**config.mk**
```make
export PLATFORM = sky130hd
export DESIGN_NAME = pipe_stage_reg
export DESIGN_NICKNAME = d
export VERILOG_FILES = /design/src/rtl/pipe_stage_reg.sv
export SDC_FILE = /design/constraint.sdc
export NUM_CORES = 1
export LEC_CHECK = 0
export ABC_CLOCK_PERIOD_IN_PS = 3150
export BUFFER_PORTS_ARGS = -buffer_cell sky130_fd_sc_hd__buf_4
export CORE_MARGIN = 3
export CORE_UTILIZATION = 45
export CTS_CLUSTER_SIZE = 28
export DETAILED_ROUTE_END_ITERATION = 10
export PLACE_DENSITY = 0.8
export SKIP_LAST_GASP = 1
export SLEW_MARGIN = 20
export SYNTH_ARGS = -nofsm -noshare
export SYNTH_HDL_FRONTEND = slang
export SYNTH_SLANG_ARGS = --single-unit
```
**constraint.sdc**
```tcl
create_clock -name clk_i -period 3.15 [get_ports clk_i]
set_input_delay 0.63 -clock clk_i [delete_from_list [all_inputs] [get_ports clk_i]]
set_output_delay 0.63 -clock clk_i [all_outputs]
set_load 0.02 [all_outputs]
```
**src/rtl/pipe_stage_reg.sv**
```systemverilog
// pipe_stage_reg: valid/ready pipeline register stage.
// Main register M drives out_data/out_valid directly from flops. Defining
// PIPE_STAGE_SKID_EN adds a skid register S so in_ready can be a registered
// (S empty) signal. Without the macro the stage holds one entry and in_ready
// looks through to out_ready combinationally.
module pipe_stage_reg #(
  parameter int DATA_W      = 32,
  parameter int ZERO_BUBBLE = 1
) (
  input  logic              clk_i,
  input  logic              rst_ni,
  input  logic              flush_i,
  input  logic              in_valid_i,
  input  logic [DATA_W-1:0] in_data_i,
  output logic              in_ready_o,
  output logic              out_valid_o,
  output logic [DATA_W-1:0] out_data_o,
  input  logic              out_ready_i,
  output logic [1:0]        occupancy_o
);

  logic              m_vld_q, m_vld_d;
  logic [DATA_W-1:0] m_dat_q, m_dat_d;
  logic [1:0]        occ_q, occ_d;
  logic              in_xfer, out_xfer;

  assign out_xfer    = m_vld_q & out_ready_i;
  assign in_xfer     = in_valid_i & in_ready_o;
  assign out_valid_o = m_vld_q;
  assign out_data_o  = m_dat_q;
  assign occupancy_o = occ_q;

`ifdef PIPE_STAGE_SKID_EN
  logic              s_vld_q, s_vld_d;
  logic [DATA_W-1:0] s_dat_q, s_dat_d;
  logic              rdy_q;

  // in_ready is a flop: low in reset, then tracks "S will be empty"
  assign in_ready_o = rdy_q;

  // Next state for M and S; flush dominates, S always drains into M first
  always_comb begin
    m_vld_d = m_vld_q;
    m_dat_d = m_dat_q;
    s_vld_d = s_vld_q;
    s_dat_d = s_dat_q;
    if (flush_i) begin
      m_vld_d = 1'b0;
      s_vld_d = 1'b0;
      if (ZERO_BUBBLE != 0) m_dat_d = '0;
    end else if (!m_vld_q || out_xfer) begin
      if (s_vld_q) begin
        m_vld_d = 1'b1;
        m_dat_d = s_dat_q;
        s_vld_d = in_xfer;
        if (in_xfer) s_dat_d = in_data_i;
      end else if (in_xfer) begin
        m_vld_d = 1'b1;
        m_dat_d = in_data_i;
      end else begin
        m_vld_d = 1'b0;
        if (ZERO_BUBBLE != 0) m_dat_d = '0;
      end
    end else if (in_xfer) begin
      s_vld_d = 1'b1;
      s_dat_d = in_data_i;
    end
    occ_d = {1'b0, m_vld_d} + {1'b0, s_vld_d};
  end

  // Skid register and registered ready
  always_ff @(posedge clk_i or negedge rst_ni) begin
    if (!rst_ni) begin
      s_vld_q <= 1'b0;
      s_dat_q <= '0;
      rdy_q   <= 1'b0;
    end else begin
      s_vld_q <= s_vld_d;
      s_dat_q <= s_dat_d;
      rdy_q   <= ~s_vld_d;
    end
  end
`else
  logic rdy_en_q;

  // Ready looks through to out_ready; held low until the first edge after reset
  assign in_ready_o = rdy_en_q & (~m_vld_q | out_ready_i);

  // Next state for M; flush dominates, otherwise reload on empty or drain
  always_comb begin
    m_vld_d = m_vld_q;
    m_dat_d = m_dat_q;
    if (flush_i) begin
      m_vld_d = 1'b0;
      if (ZERO_BUBBLE != 0) m_dat_d = '0;
    end else if (!m_vld_q || out_xfer) begin
      if (in_xfer) begin
        m_vld_d = 1'b1;
        m_dat_d = in_data_i;
      end else begin
        m_vld_d = 1'b0;
        if (ZERO_BUBBLE != 0) m_dat_d = '0;
      end
    end
    occ_d = {1'b0, m_vld_d};
  end

  // Ready-enable flop released on the first edge out of reset
  always_ff @(posedge clk_i or negedge rst_ni) begin
    if (!rst_ni) rdy_en_q <= 1'b0;
    else         rdy_en_q <= 1'b1;
  end
`endif

  // Main register and registered occupancy
  always_ff @(posedge clk_i or negedge rst_ni) begin
    if (!rst_ni) begin
      m_vld_q <= 1'b0;
      m_dat_q <= '0;
      occ_q   <= 2'd0;
    end else begin
      m_vld_q <= m_vld_d;
      m_dat_q <= m_dat_d;
      occ_q   <= occ_d;
    end
  end

endmodule
```
==> Word-level counts from Yosys, hierarchy flattened <==
Index checks and enable logic that the tools add are counted.
{ "word_totals": {"reg_bits": 34, "input_bits": 37, "output_inout_bits": 36, "wordCells": 17} }
{ "op_classes": {"muxes": 6, "bitwise": 5, "reduce_logical": 3} }
{ "op_table": {"columns": ["cell", "count"], "rows": [
  ["$mux 32", 3],
  ["$and 1x1->1", 3],
  ["$mux 1", 3],
  ["$reduce_bool 2->1", 1],
  ["$logic_not 1->1", 1],
  ["$logic_or 1x1->1", 1],
  ["$not 1->1", 1],
  ["$or 1x1->1", 1]
]} }

==> Logic depth before layout (Yosys ltp) <==
{ "logic_depth": {"ltp_word": 7, "mapped_depth": 4, "ltp_nobuf": 2} }

==> Least setup slack after synthesis <==
OpenSTA, ideal clock, no wires.
{ "synth_path": {"kind": "reg-to-output", "from": "reg occupancy_o[0] (netlist name)", "to": "out in_ready_o", "arrival_time_ns": 1.224, "required_time_ns": 2.520, "slack_ns": 1.296, "stages_incl_launch_ff": 5, "path_buffers": 2, "cell_sequence": "dfrtp_1 nor2b_1 buf_6 buf_6 nor2_1"} }
{ "synth_rtl": {"columns": ["item", "line", "rtl"], "rows": [
  ["to (decl)", "15", "output logic in_ready_o,"]
]} }

==> Worst setup path in the final report <==
{ "layout_path": {"from": "reg occ_q[0], in the netlist occupancy_o[0]", "to": "out occupancy_o[0]"} }
{ "layout_rtl": {"columns": ["item", "line", "rtl"], "rows": [
  ["from (decl)", "24", "logic [1:0] occ_q, occ_d;"],
  ["from (signal assigned)", "120", "occ_q <= 2'd0;"],
  ["from (signal assigned)", "124", "occ_q <= occ_d;"],
  ["to (decl)", "19", "output logic [1:0] occupancy_o"]
]} }
No word-level cell between the ends.

==> summary.txt <==
STA
  – Tmin final: 2024 ps
  – Hold slack final: 292.7 ps
  – Worst Max-Slew Pin Slew: 511.9 ps
  – Slew margin rel.: 65.87%
  – Slew Limit Fails: 0
  – Period utilization: 64.26%
  – Post-Route Setup TNS: 0 ps
  – F_max: 494.0 MHz
  – Setup Skew: 4.785 ps
  – Final Setup Violations: 0
  – Final-report hold violation count: 0
  – RSZ-0062 raised after global routing: false

Logic synthesis
  – Synth cell types: 16
  – Post-synthesis net count: 201
  – Ys Warns: 0
  – Syn Area/Cell: 12.44 sq um
  – Seq/Total Area, Yosys: 41.72%
  – Synth Cell Area: 0.002039 sq mm
  – Syn Inst Count: 164
  – Yosys reg bits: 34

GRT
  – Antenna violations before repair: 0
  – Total congestion overflow: 0
  – Largest net degree at the start of global routing: 67
  – Total Routing Usage GR: 18.47%
  – Global-route wire length before repair: 7790 um
  – Vias in the first global route: 1530

Die
  – Die Height: 73.32 um
  – Ports: 73
  – Die area: 0.005376 sq mm
  – Core Area: 0.004173 sq mm
  – Die W: 73.32 um
  – Cell row count: 23
  – Starting Density: 48.88%

Status
  – Status: finished clean

Drt
  – Via count: 1606
  – ANT nets after route: 0
  – Vias/cell: 5.970
  – Drt drc: 0
  – Routed Wire Length: 4918 um
  – Drt first pass iters: 4
  – WL/cell: 18.28 um
  – Initial DRC Count: 162

Worst setup path
  – Crit path to: occupancy_o[0]
  – FF-to-FF setup slack: 1640 ps
  – CP Class: reg -> out
  – Worst path required time: 2520 ps
  – R2R cell count: 3
  – CP startpoint kind: flop
  – CP arrival: 1390 ps
  – CP endpoint kind: output pin
  – RR Startpoint: occupancy_o[0]
  – Crit Path Max Fanout: 26
  – CP startpoint: occupancy_o[0]
  – Crit Reg-Reg Endpoint: out_data_o[22]

Finish
  – Cell area after layout: 0.002582 sq mm
  – Share of cells above drive strength 1: 49.77%
  – Number of fillers in the final layout: 348
  – Final Core Density: 61.89%
  – Fin nets: 256
  – Area Overhead vs Synth: 26.63%
  – Antenna Diode Count: 0
  – Layout Cells excl Fill: 269

Clock tree
  – Clock-pin slew on the worst setup and hold paths: 70 ps
  – CTS tree: done
  – Clock root buffer: clkbuf_8
  – Hold_buf cts: 0
  – Clock sinks: 34
  – CTS HTree Levels: 2
  – Clock tree buffer depth: 2
  – Post-CTS Setup Bufs: 0
  – CTS Buf Count: 5
  – Post-CTS sizing: 0
  – Worst-Skew Late Latency: 280 ps

Power and ir drop
  – Leakage Power: 1.143 nW
  – Worst vdd ir: 0.1890 mV
  – PwrDens: 362.0 mW/mm^2

Placed design
  – Post-detail-place hpwl: 3091 um
  – DP Area: 0.002506 sq mm
  – Placed cells: 262
  – Final estimated routing congestion in global placement: 0.7194
  – Port Buffers: 71

Hold path
  – Hold/Removal Path Class: in -> async

Run
  – Number of max-cap violations: 0
[cell families after synthesis]
group	after synthesis	synth area share [%]
and+or+nand+nor	68	30.68
AOI/OAI and AO/OA	33	19.26
other	2	0.3682
DFF	34	41.72
buffers and inverters	27	7.975
[where the power goes]
group	switching (W)	leakage (nW)	internal, W	total, W
sequential	0.0000101	0.464	0.000450	0.000460
combinational	0.0000935	0.641	0.0000809	0.000174
clock	0.000149	0.0383	0.000152	0.000301
total	0.000252	1.14	0.000683	0.000935
[stage by stage]
step	setup WS, ps	total power [W]
6_report	1126	0.0009349
5_1_grt	1042	0.0009723
4_1_cts	1115	0.0009412
3_5_place_dp	1304	0.0006436
3_3_place_gp	1288	0.0006420
2_1_floorplan	1296	0.0005694
[sequential cells by signal, indices dropped and copies added, names as in the netlist]
register / count
out_data_o: 32
occupancy_o: 1
rdy_en_q: 1
[cell usage after synthesis]
master	number	area, sq um
o31ai_1	4	30.03
buf_6	4	45.04
nand3b_1	32	240.2
nand4bb_1	32	360.4
buf_2	8	40.04
clkbuf_1	9	33.78
dlygate4sd1_1	2	17.52
clkinv_1	1	3.750
o31ai_2	29	362.9
nand2b_1	1	6.260
conb_1	2	7.510
nor2b_1	1	6.260
or3b_1	1	8.760
nor2_1	1	3.750
dfrtp_1	34	850.8
buf_4	3	22.52
[worst min-delay path by stage]
stage                     slack, ps  depth (start not counted)              to
after CTS                       310                          1  out_data_o[26]
after floorplan                 330                          0  occupancy_o[0]
after global routing            330                          1  out_data_o[23]
after global placement          540                          2  out_data_o[23]
after detailed placement        540                          2  out_data_o[21]
final                           290                          1  occupancy_o[0]
[worst max-delay path, cell delays in order, from the launching register on]
cell and delay [ps]:
dfrtp_1 550, buf_4 360, buf_4 200
[cell usage in the layout (no fill, tap or decap), drive strengths merged]
master,n
nand4bb,32
dfrtp,34
nand2b,1
clkinv,1
nor2b,1
or3b,1
nand3b,32
nor2,1
o31ai,33
buf,74
clkbuf,7
conb,2
[final cells by class]
class                      instances  area [sq um]  area share [%]
sequential                        34         850.8           32.95
timing repair buffer              74         555.5           21.51
clock buffer                       7         76.32           2.955
multi-input combinational        103          1033           40.02
tap                               50         62.56           2.422
inverter                           1         3.754          0.1453
[layer usage]
| metal | track usage (%) | up-vias | part of all wire [%] |
|---|---|---|---|
| met3 | 5.472 | 6 | 8.5 |
| met2 | 28.30 | 65 | 46 |
| met5 | 0 | - | 0 |
| met4 | 4.225 | 0 | 0.94 |
| li1 | - | 740 | - |
| met1 | 25.87 | 795 | 44 |
Power figures use the tool's default switching activity.
